## config.mk

```make
export PLATFORM = sky130hd
export DESIGN_NAME = bit_serializer
export DESIGN_NICKNAME = d
export VERILOG_FILES = /design/src/rtl/bit_serializer.sv
export SDC_FILE = /design/constraint.sdc
export NUM_CORES = 1
export LEC_CHECK = 0
export ABC_CLOCK_PERIOD_IN_PS = 4000
export BUFFER_PORTS_ARGS = -buffer_cell sky130_fd_sc_hd__buf_2
export CAP_MARGIN = 10
export CORE_ASPECT_RATIO = 0.8
export CORE_MARGIN = 1
export CORE_UTILIZATION = 60
export DETAILED_ROUTE_END_ITERATION = 8
export GPL_TIMING_DRIVEN = 1
export PLACE_DENSITY = 0.79
export RECOVER_POWER = 25
export SETUP_SLACK_MARGIN = 0.5
export SYNTH_ARGS = -nofsm -noshare
export SYNTH_HDL_FRONTEND = slang
export SYNTH_SLANG_ARGS = --single-unit
```

## constraint.sdc

```tcl
create_clock -name clk -period 4 [get_ports clk]
set_clock_uncertainty 0.15 [all_clocks]
set_input_delay 0.6 -clock clk [delete_from_list [all_inputs] [get_ports clk]]
set_output_delay 0.6 -clock clk [all_outputs]
set_load 0.005 [all_outputs]
```

## src/rtl/bit_serializer.sv

```systemverilog
// Parallel-to-serial converter: 4-deep input FIFO feeding an MSB-first shifter
// paced by a free-running prescaler tick.
module bit_serializer #(
  parameter int DIV = 4
) (
  input  logic       clk,
  input  logic       rst,
  input  logic [7:0] din,
  input  logic       din_valid,
  output logic       din_ready,
  output logic       ser_out,
  output logic       ser_tick,
  output logic       busy,
  output logic [2:0] fifo_cnt
);

  typedef enum logic {
    IDLE  = 1'b0,
    SHIFT = 1'b1
  } state_t;

  localparam logic [7:0] DIV_LAST = 8'(DIV - 1);

  logic [7:0] mem_q [4];
  logic [7:0] mem_d [4];
  logic [1:0] rd_ptr_q, rd_ptr_d;
  logic [1:0] wr_ptr_q, wr_ptr_d;
  logic [2:0] cnt_q, cnt_d;
  logic [7:0] div_cnt_q, div_cnt_d;
  state_t     state_q, state_d;
  logic [7:0] shreg_q, shreg_d;
  logic [2:0] bits_left_q, bits_left_d;
  logic       ser_out_q, ser_out_d;
  logic       ser_tick_q, ser_tick_d;

  logic       tick;
  logic       push;
  logic       pop;
  logic       load_slot;
  logic [7:0] head;

  // Full/empty decisions use only the registered count, so neither a pop nor
  // a push can bypass the FIFO within one cycle.
  assign din_ready = (cnt_q < 3'd4);
  assign tick      = (div_cnt_q == DIV_LAST);
  assign push      = din_valid && din_ready;
  assign load_slot = tick && ((state_q == IDLE) || (bits_left_q == 3'd0));
  assign pop       = load_slot && (cnt_q != 3'd0);
  assign head      = mem_q[rd_ptr_q];

  assign ser_out  = ser_out_q;
  assign ser_tick = ser_tick_q;
  assign busy     = (state_q == SHIFT);
  assign fifo_cnt = cnt_q;

  always_comb begin
    mem_d    = mem_q;
    rd_ptr_d = rd_ptr_q;
    wr_ptr_d = wr_ptr_q;
    cnt_d    = cnt_q + {2'b00, push} - {2'b00, pop};
    if (push) begin
      mem_d[wr_ptr_q] = din;
      wr_ptr_d        = wr_ptr_q + 2'd1;
    end
    if (pop) begin
      rd_ptr_d = rd_ptr_q + 2'd1;
    end
  end

  always_comb begin
    div_cnt_d = tick ? 8'd0 : div_cnt_q + 8'd1;
  end

  always_comb begin
    state_d     = state_q;
    shreg_d     = shreg_q;
    bits_left_d = bits_left_q;
    ser_out_d   = ser_out_q;
    ser_tick_d  = tick;
    if (load_slot) begin
      if (cnt_q != 3'd0) begin
        ser_out_d   = head[7];
        shreg_d     = {head[6:0], 1'b0};
        bits_left_d = 3'd7;
        state_d     = SHIFT;
      end else begin
        ser_out_d = 1'b0;
        state_d   = IDLE;
      end
    end else if (tick) begin
      ser_out_d   = shreg_q[7];
      shreg_d     = {shreg_q[6:0], 1'b0};
      bits_left_d = bits_left_q - 3'd1;
    end
  end

  always_ff @(posedge clk or negedge rst) begin
    if (!rst) begin
      mem_q       <= '{default: 8'h00};
      rd_ptr_q    <= 2'd0;
      wr_ptr_q    <= 2'd0;
      cnt_q       <= 3'd0;
      div_cnt_q   <= 8'd0;
      state_q     <= IDLE;
      shreg_q     <= 8'h00;
      bits_left_q <= 3'd0;
      ser_out_q   <= 1'b0;
      ser_tick_q  <= 1'b0;
    end else begin
      mem_q       <= mem_d;
      rd_ptr_q    <= rd_ptr_d;
      wr_ptr_q    <= wr_ptr_d;
      cnt_q       <= cnt_d;
      div_cnt_q   <= div_cnt_d;
      state_q     <= state_d;
      shreg_q     <= shreg_d;
      bits_left_q <= bits_left_d;
      ser_out_q   <= ser_out_d;
      ser_tick_q  <= ser_tick_d;
    end
  end

endmodule

```

== After elaboration in Yosys (flattened, before gate mapping) ==
Index checks and enable logic that the tools add are counted.
Word-level totals
  input bits: 11
  bits in registers: 61
  word-level logic and storage cells: 54
  output and inout port bits: 7
Operators by class
  order comparisons: 4
  muxes and demuxes: 17
  bitwise logic cells: 3
  equality and inequality tests: 2
  add/subtract/negate cells: 6
  reduce and logical (&&, ||, !) cells: 9
Operator list (number)
  8-bit two-way mux: 7
  32-bit bitwise mux: 1
  8-bit binary-select mux with 2-bit select: 1
  8-bit demux with 2-bit select: 1
  3-bit two-way mux: 3
  8-bit by 1-bit adder with 8-bit output (second input constant): 1
  8-bit by 2-bit == test with 1-bit output (second input constant): 1
  3-bit greater-or-equal comparator (second input constant): 2
  2-bit NOT with 3-bit output: 2
  2-bit by 1-bit adder with 2-bit output (second input constant): 2
  1-bit logical AND: 4
  1-bit two-way mux: 4
  3-bit by 1-bit adder with 3-bit output: 1
  3-bit zero test: 1
  3-bit by 1-bit less-than comparator with 1-bit output (second input constant): 1
  3-bit less-than comparator (second input constant): 1
  3-bit nonzero test: 1
  3-bit by 1-bit subtractor with 3-bit output: 1
  3-bit by 1-bit subtractor with 3-bit output (second input constant): 1
  2-bit by 1-bit != test with 1-bit output (second input constant): 1
  2-bit AND reduction: 1
  2-bit nonzero test: 1
  1-bit logical OR: 1
  1-bit NOT: 1

== Logic depth before layout (Yosys ltp) ==
  word-level depth: 6
  mapped depth: 11
  mapped depth without buffers: 10

== Least setup slack after synthesis ==
OpenSTA, ideal clock, no wires.
  path kind: reg-to-reg
  start point: register div_cnt_q[0]
  end point: register cnt_q[2], in the netlist fifo_cnt[2]
  data arrival time: 2.411 ns
  library setup time: 0.123 ns
  path slack: 1.316 ns
  data required time: 3.727 ns
  cell stages (with the launch flop): 10
  path buffers: 1
  period minus slack after synthesis: 2.684 ns
  cells stage by stage: dfrtp_1 > ha_1 > or3b_2 > nor4b_4 > buf_6 > ha_1 > inv_1 > ha_1 > fa_1 > xnor2_1
Between the ends
  word-level cells in the longest chain between the ends: 4
Ends and longest elaborated chain
  from (decl): line 29  | logic [7:0] div_cnt_q, div_cnt_d;
  from (signal assigned): line 114  | div_cnt_q <= div_cnt_d;
  8-bit by 2-bit == test with 1-bit output: line 45  | assign tick = (div_cnt_q == DIV_LAST);
  1-bit logical AND: line 47  | assign load_slot = tick && ((state_q == IDLE) || (bits_left_q == 3'd0));
  1-bit logical AND: line 48  | assign pop = load_slot && (cnt_q != 3'd0);
  net pop: line 38  | logic pop;
  3-bit by 1-bit subtractor with 3-bit output: line 60  | cnt_d = cnt_q + {2'b00, push} - {2'b00, pop};
  net cnt_d[2]: line 28  | logic [2:0] cnt_q, cnt_d;
  to (signal assigned): line 113  | cnt_q <= cnt_d;
  to (decl): line 28
The timed path passes the listed nets, and every way through them passes these cells.
A chain may end at the register's enable or synchronous reset.

== Worst setup path after layout ==
  start point: register div_cnt_q[0]
  end point: register cnt_q[1], in the netlist fifo_cnt[1]
Between the ends
  word-level cells in the longest chain between the ends: 4
Ends and longest elaborated chain (line)
  8-bit by 2-bit == test with 1-bit output: 45
  1-bit logical AND: 47
  1-bit logical AND: 48
  3-bit by 1-bit subtractor with 3-bit output: 60
  net cnt_d[1]: 28
The timed path passes the listed nets, and every way through them passes these cells.

==> summary.md <==
| Metric | Value |
|---|---|
| Status | `complete, but fails checks` |
| Failing checks | `capacitance limit, slew limit` |
| I/O Pins | `18` |
| Tightest Hold Check Type | `flop to flop` |
| Die Y | `61.9 um` |
| Drc violations | `0` |
| Leakage | `0.00141 uW` |
| Fmax | `0.354 GHz` |
| Setup tns final | `0 ns` |
| # port buffers | `17` |
| Synth warn | `0` |
| Area contributors post-synth | `dfrtp_1, mux2_2, mux4_2` |
| Most used cell, CP | `ha_1` |
| Final setup violation count | `0` |
| Initial Util | `63.6%` |
| Metal1 wirelength | `1960 um` |
| # diodes | `0` |
| Die Area | `0.00476 sq mm` |
| Via count | `1509` |
| Wire per inst | `16.9 um` |
| Post-route clock period utilization | `70.6%` |
| Worst Setup End Kind | `flop` |
| R2R Setup Slk | `1.18 ns` |
| Root Driver | `clkbuf_8` |
| Row count | `21` |
| CP arrival | `2.88 ns` |
| Number of global-route vias before repair | `1672` |
| Clock Sinks | `60` |
| Worst-Skew Late Latency | `0.33 ns` |
| Fin nets | `229` |
| DR top layer | `met4` |
| Pin count of the biggest net entering global routing | `33` |
| Die X | `76.9 um` |
| Deepest clock path buffer count | `2` |
| Worst VDD drop | `0.000404 V` |
| R2r worst-path depth | `8` |
| Cts repair resizes | `0` |
| Reg2reg end | `fifo_cnt[1]` |
| Vias per cell | `5.59` |
| Fin crit period | `2.82 ns` |
| Synth Flop Type | `dfrtp_1` |
| Critical path's largest stage delay | `0.53 ns` |
| Final core utilization | `71.0%` |
| Placer congestion estimate | `0.705` |
| Routed met2 length | `2330 um` |
| Post-synth top area cell | `dfrtp_1` |
| GR Util All Layers | `23.0%` |
| ANT nets after route | `0` |
| Final hold viol count | `0` |
| Synth top area share | `55.8%` |
| Setup crit end | `fifo_cnt[1]` |
| Netlist cell types | `34` |
| Number of synthesized flops with an enable pin | `0` |
| Worst-path clk slew | `0.06 ns` |
| Iter 0 DRT Violations | `69` |
| CP Class | `flop to flop` |
| Post-Synthesis Cell Area | `0.00269 sq mm` |
| Slew @ Worst Pin | `1.54 ns` |
| Seq/Total Area, Yosys | `55.8%` |
| Worst hold slack | `0.339 ns` |
| Area Overhead vs Synth | `11.6%` |
| Share of post-route cells with drive strength above 1 | `39.0%` |
| Post-CTS setup repair buffer count | `0` |
| Top cells by count, synth | `dfrtp_1, mux2_2, inv_1` |
| Critical Path Fanout Max | `12` |
| Critical-path top delay cell | `or3b_2` |
| Worst r2r src | `div_cnt_q[0]` |
| HPWL reported at the end of detailed placement | `3120 um` |
| H-tree Lvls | `3` |
| Critical Path RT | `4.05 ns` |
| First-pass DRT Iterations | `4` |
| Met3 WL | `218 um` |
| RSZ-0062 raised after global routing | `no` |
| Beginning of the critical path | `div_cnt_q[0]` |
| Cell with the most instances after synthesis | `dfrtp_1` |
| CP Launch Type | `flop` |
| Initial antenna violation count | `0` |
| Total Routed Length | `4570 um` |
| First-pass GRT wire length | `7770 um` |
| Clock buffer count from CTS | `9` |
| Async S/R FF share, synth | `100%` |
| Synthesized net count | `203` |
| Post-CTS Hold Buffers | `0` |
| CTS tree | `done` |
| Grt ovf | `0` |
| PwrDens | `711 mW/mm^2` |
| CP cell instances | `ha_1 > or3b_2 > nor4b_4 > buf_4 > ha_1 > inv_1 > ha_1 > fa_1` |
| Seq cells post-synth | `60` |
| Core area | `0.00423 sq mm` |
| Post-synthesis cell count | `182` |
| Max-Cap Viols | `1` |
| Max-slew violations | `30` |
| Rel. slew slack | `-2.59%` |
| Syn avg cell area | `14.8 sq um` |
## state kept, by name, summed over array words and instances, names as in the netlist
register	cells
mem_q	32
div_cnt_q	8
shreg_q	7
bits_left_q	3
fifo_cnt	3
rd_ptr_q	2
wr_ptr_q	2
busy	1
ser_out	1
ser_tick	1
## per-stage QoR
stage	total power [uW]	std cells	worst slack (ns)	instance area [sq um]
floorplan	1500	182	1.32	2690
global placement	1600	254	1.28	2820
detailed placement	1660	254	1.17	2820
CTS	2170	270	1.16	3000
global route	2280	270	1.03	3000
finish	2130	270	1.18	3000
## worst max-delay path: cells and delay by family (launching register included)
kind | cells | cell delay, ns
fa+ha+maj | 4 | 1.05
simple gates | 2 | 0.79
flops | 1 | 0.41
buf+inv | 2 | 0.29
## worst min-delay path by stage
stage	start	to	slack (ns)	depth (start not counted)
final	shreg_q[4]	shreg_q[4]	0.34	1
after global routing	bits_left_q[0]	bits_left_q[0]	0.36	1
after CTS	rst	fifo_cnt[1]	0.14	1
after detailed placement	shreg_q[4]	shreg_q[4]	0.32	1
after global placement	bits_left_q[0]	bits_left_q[0]	0.31	1
after floorplan	rst	bits_left_q[0]	0.15	0
## metal layers
| metal | up-vias | track usage (%) |
|---|---|---|
| met3 | 6 | 9.49 |
| li1 | 704 | - |
| met4 | 0 | 9.89 |
| met1 | 767 | 26.1 |
| met5 | - | 0 |
| met2 | 32 | 39.7 |
## layout make-up
type / count / area, sq um
Clock buffer: 15 / 176
Sequential cell: 60 / 1500
Tap cell: 57 / 71.3
Multi-Input combinational cell: 108 / 1110
Inverter: 10 / 37.5
Timing Repair Buffer: 19 / 98.8
Clock inverter: 1 / 5.00
Fill cell: 288 / 1230
## layout by cell type (no fill, tap or decap), drive strengths merged, types with 2 or more instances in the layout
cell     n
mux2    32
nor2b    2
mux4     8
dfrtp   60
xor2     2
clkbuf  16
inv     10
a21o     7
nand3    5
buf     18
a22oi    3
nor2     4
ha       9
nand2    7
o21ai    2
a22o     7
xnor2    9
and3     2
## logic make-up after synthesis
family,count (synthesis),share of synthesized area [%]
buf+inv,14,2.88
flops,60,55.8
xor+xnor,11,3.58
fa+ha+maj,10,4.93
compound gates,20,6.00
simple gates,26,6.33
mux,41,20.5
## report_power, final
part           leakage, uW  switching, uW  total [uW]  internal [uW]
registers         0.000734            176        1030            855
logic             0.000583            227         613            386
clock network    0.0000937            213         488            275
total              0.00141            616        2130           1520
Power figures use the tool's default switching activity.
